File: config.mk
export PLATFORM = sky130hd
export DESIGN_NAME = uart_step_bridge
export DESIGN_NICKNAME = d
export VERILOG_FILES = /design/src/rtl/uart_step_bridge_pkg.sv /design/src/rtl/uart_step_tx_seq.sv /design/src/rtl/uart_step_bridge.sv
export SDC_FILE = /design/constraint.sdc
export NUM_CORES = 1
export LEC_CHECK = 0
export ABC_AREA = 1
export CORE_MARGIN = 3
export CORE_UTILIZATION = 49
export DETAILED_ROUTE_END_ITERATION = 8
export PLACE_DENSITY = 0.87
export SKIP_LAST_GASP = 1
export SLEW_MARGIN = 10
export SYNTH_ARGS = -nofsm -noshare
export SYNTH_HDL_FRONTEND = slang
export SYNTH_SLANG_ARGS = --single-unit
File: constraint.sdc
create_clock -name CLK -period 1.7 [get_ports CLK]
set_input_delay 0.17 -clock CLK [delete_from_list [all_inputs] [get_ports CLK]]
set_output_delay 0.17 -clock CLK [all_outputs]
set_load 0.05 [all_outputs]
File: src/rtl/uart_step_bridge_pkg.sv
// Shared definitions for the UART single-step debug bridge: FSM state encoding
// and the UART byte width.
package uart_step_bridge_pkg;

  localparam int BYTE_W = 8;

  typedef enum logic [2:0] {
    ST_RECV,
    ST_STEP_LO,
    ST_STEP_HI,
    ST_CAPTURE,
    ST_SEND,
    ST_GUARD,
    ST_DRAIN
  } state_t;

endpackage

File: src/rtl/uart_step_tx_seq.sv
// Response byte sequencer: shifts a captured response out LSB-first over the UART TX handshake.
// Optional trailing XOR checksum byte when UART_STEP_BRIDGE_CHECKSUM_EN is defined.
module uart_step_tx_seq
  import uart_step_bridge_pkg::*;
#(
  parameter int RESP_BYTES = 1
) (
  input  logic                         i_clk,
  input  logic                         i_rst_n,
  input  logic                         i_load,
  input  logic [BYTE_W*RESP_BYTES-1:0] i_resp,
  input  logic                         i_tx_busy,
  output logic [BYTE_W-1:0]            o_tx_buf,
  output logic                         o_tx_start,
  output logic                         o_done
);

`ifdef UART_STEP_BRIDGE_CHECKSUM_EN
  localparam int NBYTES = RESP_BYTES + 1;
`else
  localparam int NBYTES = RESP_BYTES;
`endif
  localparam int SW = BYTE_W * NBYTES;
  localparam int CW = $clog2(NBYTES + 1);
  localparam logic [CW-1:0] LAST_RIDX = CW'(NBYTES - 1);

  state_t          r_state;
  logic [SW-1:0]   r_shift;
  logic [CW-1:0]   r_ridx;
  logic [SW-1:0]   w_load_val;
  logic            w_last;

`ifdef UART_STEP_BRIDGE_CHECKSUM_EN
  logic [BYTE_W-1:0] w_csum;

  always_comb begin
    w_csum = '0;
    for (int b = 0; b < RESP_BYTES; b++) w_csum = w_csum ^ i_resp[b*BYTE_W +: BYTE_W];
  end

  // Checksum rides as the most significant byte so it leaves last.
  assign w_load_val = {w_csum, i_resp};
`else
  assign w_load_val = i_resp;
`endif

  assign w_last = (r_ridx == LAST_RIDX);
  assign o_done = (r_state == ST_DRAIN) && !i_tx_busy && w_last;

  always_ff @(posedge i_clk or negedge i_rst_n) begin
    if (!i_rst_n) begin
      r_state    <= ST_RECV;
      r_shift    <= '0;
      r_ridx     <= '0;
      o_tx_buf   <= '0;
      o_tx_start <= 1'b0;
    end else begin
      o_tx_start <= 1'b0;
      case (r_state)
        ST_RECV: begin
          if (i_load) begin
            r_shift <= w_load_val;
            r_ridx  <= '0;
            r_state <= ST_SEND;
          end
        end
        ST_SEND: begin
          if (!i_tx_busy) begin
            o_tx_buf   <= r_shift[BYTE_W-1:0];
            o_tx_start <= 1'b1;
            r_state    <= ST_GUARD;
          end
        end
        // The UART raises busy a cycle late; skip one sample before trusting it.
        ST_GUARD: r_state <= ST_DRAIN;
        ST_DRAIN: begin
          if (!i_tx_busy) begin
            if (w_last) begin
              r_state <= ST_RECV;
            end else begin
              r_ridx  <= r_ridx + 1'b1;
              r_shift <= r_shift >> BYTE_W;
              r_state <= ST_SEND;
            end
          end
        end
        default: r_state <= ST_RECV;
      endcase
    end
  end

endmodule

File: src/rtl/uart_step_bridge.sv
// UART single-step debug bridge: assembles a command word, pulses step_clk once,
// and returns the response. Optional checksum byte via UART_STEP_BRIDGE_CHECKSUM_EN.
module uart_step_bridge
  import uart_step_bridge_pkg::*;
#(
  parameter int WORD_BYTES      = 4,
  parameter int RESP_BYTES      = 1,
  parameter int STEP_LOW_CYCLES = 1,
  parameter int TIMEOUT_CYCLES  = 0
) (
  input  logic                         CLK,
  input  logic                         RESET_N,
  input  logic                         RXready,
  input  logic [BYTE_W-1:0]            RXbuffer,
  input  logic                         TXbusy,
  output logic [BYTE_W-1:0]            TXbuffer,
  output logic                         TXstart,
  output logic [BYTE_W*WORD_BYTES-1:0] word_out,
  output logic                         word_valid,
  output logic                         step_clk,
  input  logic [BYTE_W*RESP_BYTES-1:0] resp_in,
  output logic                         busy,
  output logic                         rx_overrun
);

  localparam int IW = (WORD_BYTES > 1) ? $clog2(WORD_BYTES) : 1;
  localparam int LW = $clog2(STEP_LOW_CYCLES + 1);
  localparam int TW = $clog2(TIMEOUT_CYCLES + 2);
  localparam logic [IW-1:0] LAST_IDX = IW'(WORD_BYTES - 1);
  localparam logic [LW-1:0] LO_LAST  = LW'(STEP_LOW_CYCLES - 1);
  localparam logic [TW-1:0] T_LAST   = TW'((TIMEOUT_CYCLES > 0) ? TIMEOUT_CYCLES - 1 : 0);

  state_t        r_state;
  logic [IW-1:0] r_idx;
  logic [LW-1:0] r_lcnt;
  logic [TW-1:0] r_tcnt;
  logic          w_load;
  logic          w_done;

  assign busy   = (r_state != ST_RECV);
  // Response is sampled on the edge after step_clk rises, giving the target a full cycle.
  assign w_load = (r_state == ST_STEP_HI);

  always_ff @(posedge CLK or negedge RESET_N) begin
    if (!RESET_N) begin
      r_state    <= ST_RECV;
      r_idx      <= '0;
      r_lcnt     <= '0;
      r_tcnt     <= '0;
      word_out   <= '0;
      word_valid <= 1'b0;
      step_clk   <= 1'b1;
      rx_overrun <= 1'b0;
    end else begin
      word_valid <= 1'b0;
      if (RXready && (r_state != ST_RECV)) rx_overrun <= 1'b1;
      case (r_state)
        ST_RECV: begin
          if (RXready) begin
            for (int b = 0; b < WORD_BYTES; b++)
              if (r_idx == IW'(b)) word_out[b*BYTE_W +: BYTE_W] <= RXbuffer;
            r_tcnt <= '0;
            if (r_idx == LAST_IDX) begin
              r_idx      <= '0;
              word_valid <= 1'b1;
              step_clk   <= 1'b0;
              r_lcnt     <= '0;
              r_state    <= ST_STEP_LO;
            end else begin
              r_idx <= r_idx + 1'b1;
            end
          end else if ((TIMEOUT_CYCLES > 0) && (r_idx != '0)) begin
            // Abandon a stalled partial word; bytes already written stay stale.
            if (r_tcnt == T_LAST) begin
              r_idx  <= '0;
              r_tcnt <= '0;
            end else begin
              r_tcnt <= r_tcnt + 1'b1;
            end
          end else begin
            r_tcnt <= '0;
          end
        end
        ST_STEP_LO: begin
          if (r_lcnt == LO_LAST) begin
            step_clk <= 1'b1;
            r_state  <= ST_STEP_HI;
          end else begin
            r_lcnt <= r_lcnt + 1'b1;
          end
        end
        ST_STEP_HI: r_state <= ST_CAPTURE;
        ST_CAPTURE: r_state <= ST_SEND;
        ST_SEND:    if (w_done) r_state <= ST_RECV;
        default:    r_state <= ST_RECV;
      endcase
    end
  end

  uart_step_tx_seq #(
    .RESP_BYTES(RESP_BYTES)
  ) u_tx_seq (
    .i_clk      (CLK),
    .i_rst_n    (RESET_N),
    .i_load     (w_load),
    .i_resp     (resp_in),
    .i_tx_busy  (TXbusy),
    .o_tx_buf   (TXbuffer),
    .o_tx_start (TXstart),
    .o_done     (w_done)
  );

endmodule

Word level (Yosys, flattened, before mapping)
Index checks and enable logic that the tools add are counted.
{ "classes": {"n_bitwise": 2, "n_mux": 30, "reduce_logical": 22, "n_eq_ne": 18, "addsub": 3} }
{ "op_table": {"columns": ["op", "n"], "rows": [
  ["3-bit 2-to-1 mux", 8],
  ["8-bit 2-to-1 mux", 3],
  ["3-bit AND reduction", 7],
  ["8-bit one-hot mux with 2 select lines", 1],
  ["3-bit one-hot mux with 5 select lines", 1],
  ["3-bit equality test (second input constant)", 4],
  ["1-bit 2-to-1 mux", 12],
  ["3-bit one-hot mux with 4 select lines", 1],
  ["4-bit AND reduction", 3],
  ["2-bit inequality test (second input constant)", 5],
  ["3-bit by 2-bit equality test with 1-bit output (second input constant)", 2],
  ["3-bit logical NOT", 2],
  ["2-bit by 1-bit inequality test with 1-bit output (second input constant)", 3],
  ["1-bit one-hot mux with 2 select lines", 3],
  ["2-bit equality test (second input constant)", 2],
  ["2-bit AND reduction", 2],
  ["2-bit nonzero test", 2],
  ["3-bit by 1-bit equality test with 1-bit output (second input constant)", 1],
  ["1-bit logical AND", 3],
  ["3-bit nonzero test", 1],
  ["1-bit adder (second input constant)", 2],
  ["2-bit by 1-bit adder with 2-bit output (second input constant)", 1],
  ["2-bit by 1-bit equality test with 1-bit output (second input constant)", 1],
  ["2-bit logical NOT", 1],
  ["other kinds (3)", 4]
]} }
{ "totals": {"regBits": 62, "in_bits": 20} }

Depth between registers and ports, before layout
{ "logic_depth": {"ltp_word": 5, "depth_mapped": 6} }

By module
From an unflattened synthesis, not the netlist that was laid out.
{ "hier_totals": {"cells_unflattened": 300, "area_unflattened_um2": 2710.1} }
{ "modules_own_cells": {"columns": ["mod", "cells_per_inst", "area_per_inst_um2", "n_inst", "seq_area_each_um2"], "rows": [
  ["uart_step_bridge", 192, 1757.9, 1, 1002.2],
  ["uart_step_tx_seq", 108, 952.2, 1, 500.5]
]} }

Least setup slack after synthesis
OpenSTA, ideal clock, no wires.
{ "synth_path": {"path_kind": "reg-to-reg", "startpoint": "register r_state[1]", "endpoint": "register rx_overrun", "path_stages_with_launch": 4, "setup_slack_ps": 294, "period_less_slack_ps": 1406, "arrival_ps": 1288, "path_buffers": 0, "path_cell_list": "dfrtp_1 nor2_8 nand2_1 a21o_1"} }
{ "synth_via": {"elab_chain_len": 2} }
{ "synth_lines": {"columns": ["element", "line", "rtl"], "rows": [
  ["start, declared", "uart_step_bridge.sv:33", "state_t r_state;"],
  ["start signal, assigned", "uart_step_bridge.sv:46", "r_state <= ST_RECV;"],
  ["start signal, assigned", "uart_step_bridge.sv:68", "r_state <= ST_STEP_LO;"],
  ["start signal, assigned", "uart_step_bridge.sv:87", "r_state <= ST_STEP_HI;"],
  ["3-bit nonzero test", null, null],
  ["named net busy", "uart_step_bridge.sv:22", "output logic busy,"],
  ["1-bit logical AND", "uart_step_bridge.sv:56", "if (RXready && (r_state != ST_RECV)) rx_overrun <= 1'b1;"],
  ["end signal, assigned", "uart_step_bridge.sv:53", "rx_overrun <= 1'b0;"],
  ["end signal, assigned", "uart_step_bridge.sv:56", null],
  ["end, declared", "uart_step_bridge.sv:23", "output logic rx_overrun"]
]} }
The timed path passes the listed nets, and every way through them passes these cells.
A chain may end at the register's enable or synchronous reset.

Worst setup path in the final report
{ "layout_path": {"startpoint": "register word_out[18]", "endpoint": "output port word_out[18]"} }
{ "layout_lines": {"columns": ["element", "line", "rtl"], "rows": [
  ["start, declared", "uart_step_bridge.sv:18", "output logic [BYTE_W*WORD_BYTES-1:0] word_out,"],
  ["start signal, assigned by index", "uart_step_bridge.sv:61", "if (r_idx == IW'(b)) word_out[b*BYTE_W +: BYTE_W] <= RXbuffer;"]
]} }
No word-level cell between the ends.

==> results.yml <==
run_status:
  status: "finished, final reports clean"
clock_network:
  tritoncts: "yes"
  cts_root_buf: "clkbuf_8"
  worstSkewPairLatency_ns: 0.32
  cts_setup_buffers: 0
  cts_buffers: 9
  clockBufferDepth: 2
  htree_num_levels: 3
  path_clk_slew_ns: 0.07
  tritoncts_num_sinks: 60
routing:
  wl_per_cell_microns: 13.9
  drc: 0
  ant_nets: 0
  drt_iter0_drc: 82
  vias: 1882
  via_per_inst: 4.86
  wirelength_microns: 5370
  drt-pass1-iter-count: 4
global_route:
  antenna_found_initial: 0
  grt-ovfl-total: 0
  grt_usage_pct: 19.2
  grt_pass1_vias: 1947
  grt_pass1_wl_microns: 9200
  grt_start_max_net_pins: 27
sta:
  rsz0062_at_grt: "no"
  setup_viol: 0
  hold_violations: 0
  whs_ns: 0.334
  tns_ns: 0
  finalCritPeriodShare_pct: 98.8
  tightest_slew_ns: 0.533
  max_slew_margin_pct: 64.4
  slew_viol_final: 0
  fin_crit_ns: 1.68
  finalClockSkew_ns: 0.00518
  fmax_mhz: 595
pwr:
  powerDensity_nw_per_um2: 2280
  p_leak_nw: 1.78
  comb_power_share_pct: 53.9
  clkPwrFrac_pct: 14.3
  p_switching_mw: 3.83
  p_sw_share_pct: 48.7
  p_int_mw: 4.04
  ir_worst_vdd_uv: 1190
  p_seq_share_pct: 31.9
place:
  dpl.cell_count: 370
  gp_congestion: 0.744
  dpl.hpwl_microns: 3790
  dpl_cell_area_sq_um: 3240
  io_buffer_count: 64
logic_synthesis:
  ys.flop_type: "dfrtp_1"
  ys_async_sr_fraction_pct: 100
  syn_avg_cell_area_sq_um: 10.7
  ys_warn_count: 0
  ys_seq_area_share_pct: 57.9
  synth.cell_area_sq_um: 2590
  ys_top_cells_by_area: "dfrtp_1, o21ai_2, nand2_1"
  synth_top_area_cell: "dfrtp_1"
  netlist.area_leader.share_pct: 56.9
  synth_edf_count: 0
  synth_seq_cells: 60
  synth.distinct_cells: 23
  syn_inst: 242
  syn_nets: 266
worst_setup_path:
  cp_slowest_stage_delay_ns: 0.82
  r2r_slack_ns: 0.35
  crit_path_start: "word_out[18]"
  worst_r2r_endpoint: "word_out[27]"
  cpLargestDelayFamily: "buffers and inverters"
  crit_path_end_kind: "primary output"
  cp_slowest_cell: "clkdlybuf4s50_1"
  crit_arrival_ns: 1.51
  cp-start-kind: "flip-flop"
  reg2reg_depth: 4
  required_ns: 1.53
  reg2reg_from: "r_state[1]"
  crit_type: "flip-flop to primary output"
  cp_max_fo: 2
  crit_buf_inv: 1
  crit_path_cell_trace: "clkdlybuf4s50_1"
die:
  start_util_pct: 52.8
  die-area_sq_um: 6200
  core_sq_um: 4910
  die_y_microns: 78.8
  die_w_microns: 78.8
  num_rows: 25
  ios: 65
final_layout:
  layout_common_cells: "dfrtp_1, nand2_1, clkdlybuf4s50_1"
  nets: 339
  stdcell_area_sq_um: 3450
  num-fill-cells: 385
  drive_gt1_share_pct: 23.8
  synthToLayoutAreaGrowth_pct: 33.1
  fin_util_pct: 70.3
  final_common_cell: "dfrtp_1"
  diodes: 0
  final_cells: 387
hold_path:
  min_path_type: "primary input to asynchronous set/reset pin"
run:
  cap_violations: 0
==> routing by layer <==
layer | global-route usage (%) | vias to the layer above | part of all wire [%]
met3 | 3.29 | 9 | 4.2
met1 | 23.7 | 911 | 41
met4 | 9.44 | 0 | 2.0
met5 | 0 | - | 0
met2 | 32.7 | 52 | 53
li1 | - | 910 | -
==> per-stage QoR <==
| stage | power, mW | setup slack (ns) |
|---|---|---|
| 2_1_floorplan | 5.52 | 0.294 |
| 3_3_place_gp | 6.67 | 0.188 |
| 3_5_place_dp | 6.79 | 0.143 |
| 4_1_cts | 7.94 | 0.00892 |
| 5_1_grt | 8.32 | 0.000240 |
| 6_report | 7.87 | 0.0203 |
==> power by group through the flow <==
stage                     logic [mW]  clock network [mW]  registers [mW]
after floorplan                 1.43                   0            4.09
after global placement          4.16                   0            2.50
after detailed placement        4.27                   0            2.52
after CTS                       4.29                1.14            2.51
after global routing            4.53                1.21            2.58
final                           4.24                1.12            2.51
==> cell type report <==
cell class	instances	area [sq um]	area share, %
clock buffers	14	163	4.71
clock inverters	2	10.0	0.290
inverters	30	113	3.26
multi-input cells	146	908	26.3
flip-flops and latches	60	1500	43.5
well taps	67	83.8	2.43
repair buffers	68	673	19.5
==> sequential cells by signal, indices dropped and copies added (netlist names) <==
| register | count |
|---|---|
| u_tx_seq.o_tx_buf | 8 |
| u_tx_seq.r_shift | 8 |
| step_clk | 1 |
| r_state | 3 |
| r_idx | 2 |
| word_valid | 1 |
| u_tx_seq.o_tx_start | 1 |
| u_tx_seq.r_state | 3 |
| rx_overrun | 1 |
| word_out | 32 |
==> worst max-delay path by stage <==
| stage | endpoint | cells after the start |
|---|---|---|
| after detailed placement | word_out[27] | 6 |
| after CTS | word_out[5] | 1 |
| after global placement | word_out[25] | 6 |
| after floorplan | rx_overrun | 3 |
| after global routing | word_out[17] | 1 |
| final | word_out[18] | 1 |
==> Yosys cell counts (3+ instances only) <==
library cell / count
buf_6: 4
dfrtp_1: 59
ha_1: 4
inv_1: 29
nand2_1: 58
nand2_2: 5
nand3_1: 5
nand3_4: 5
nor2_1: 8
nor2_8: 3
o21ai_0: 12
o21ai_1: 12
o21ai_2: 28
==> logic make-up after synthesis <==
group                    count (synthesis)  share of synthesized area (%)
AO/OA/AOI/OAI                           55                           14.9
adder cells (fa/ha/maj)                  4                           1.93
buffers and inverters                   36                           7.04
flip-flops                              60                           57.9
AND/OR/NAND/NOR                         87                           18.2
==> what timing repair did <==
action / CTS / global route
setup endpoints to repair: 0 / 11
hold buffers: 1 / 0
gates resized for setup: 0 / 11
hold endpoints to repair: 16 / 0
Power figures use the tool's default switching activity.
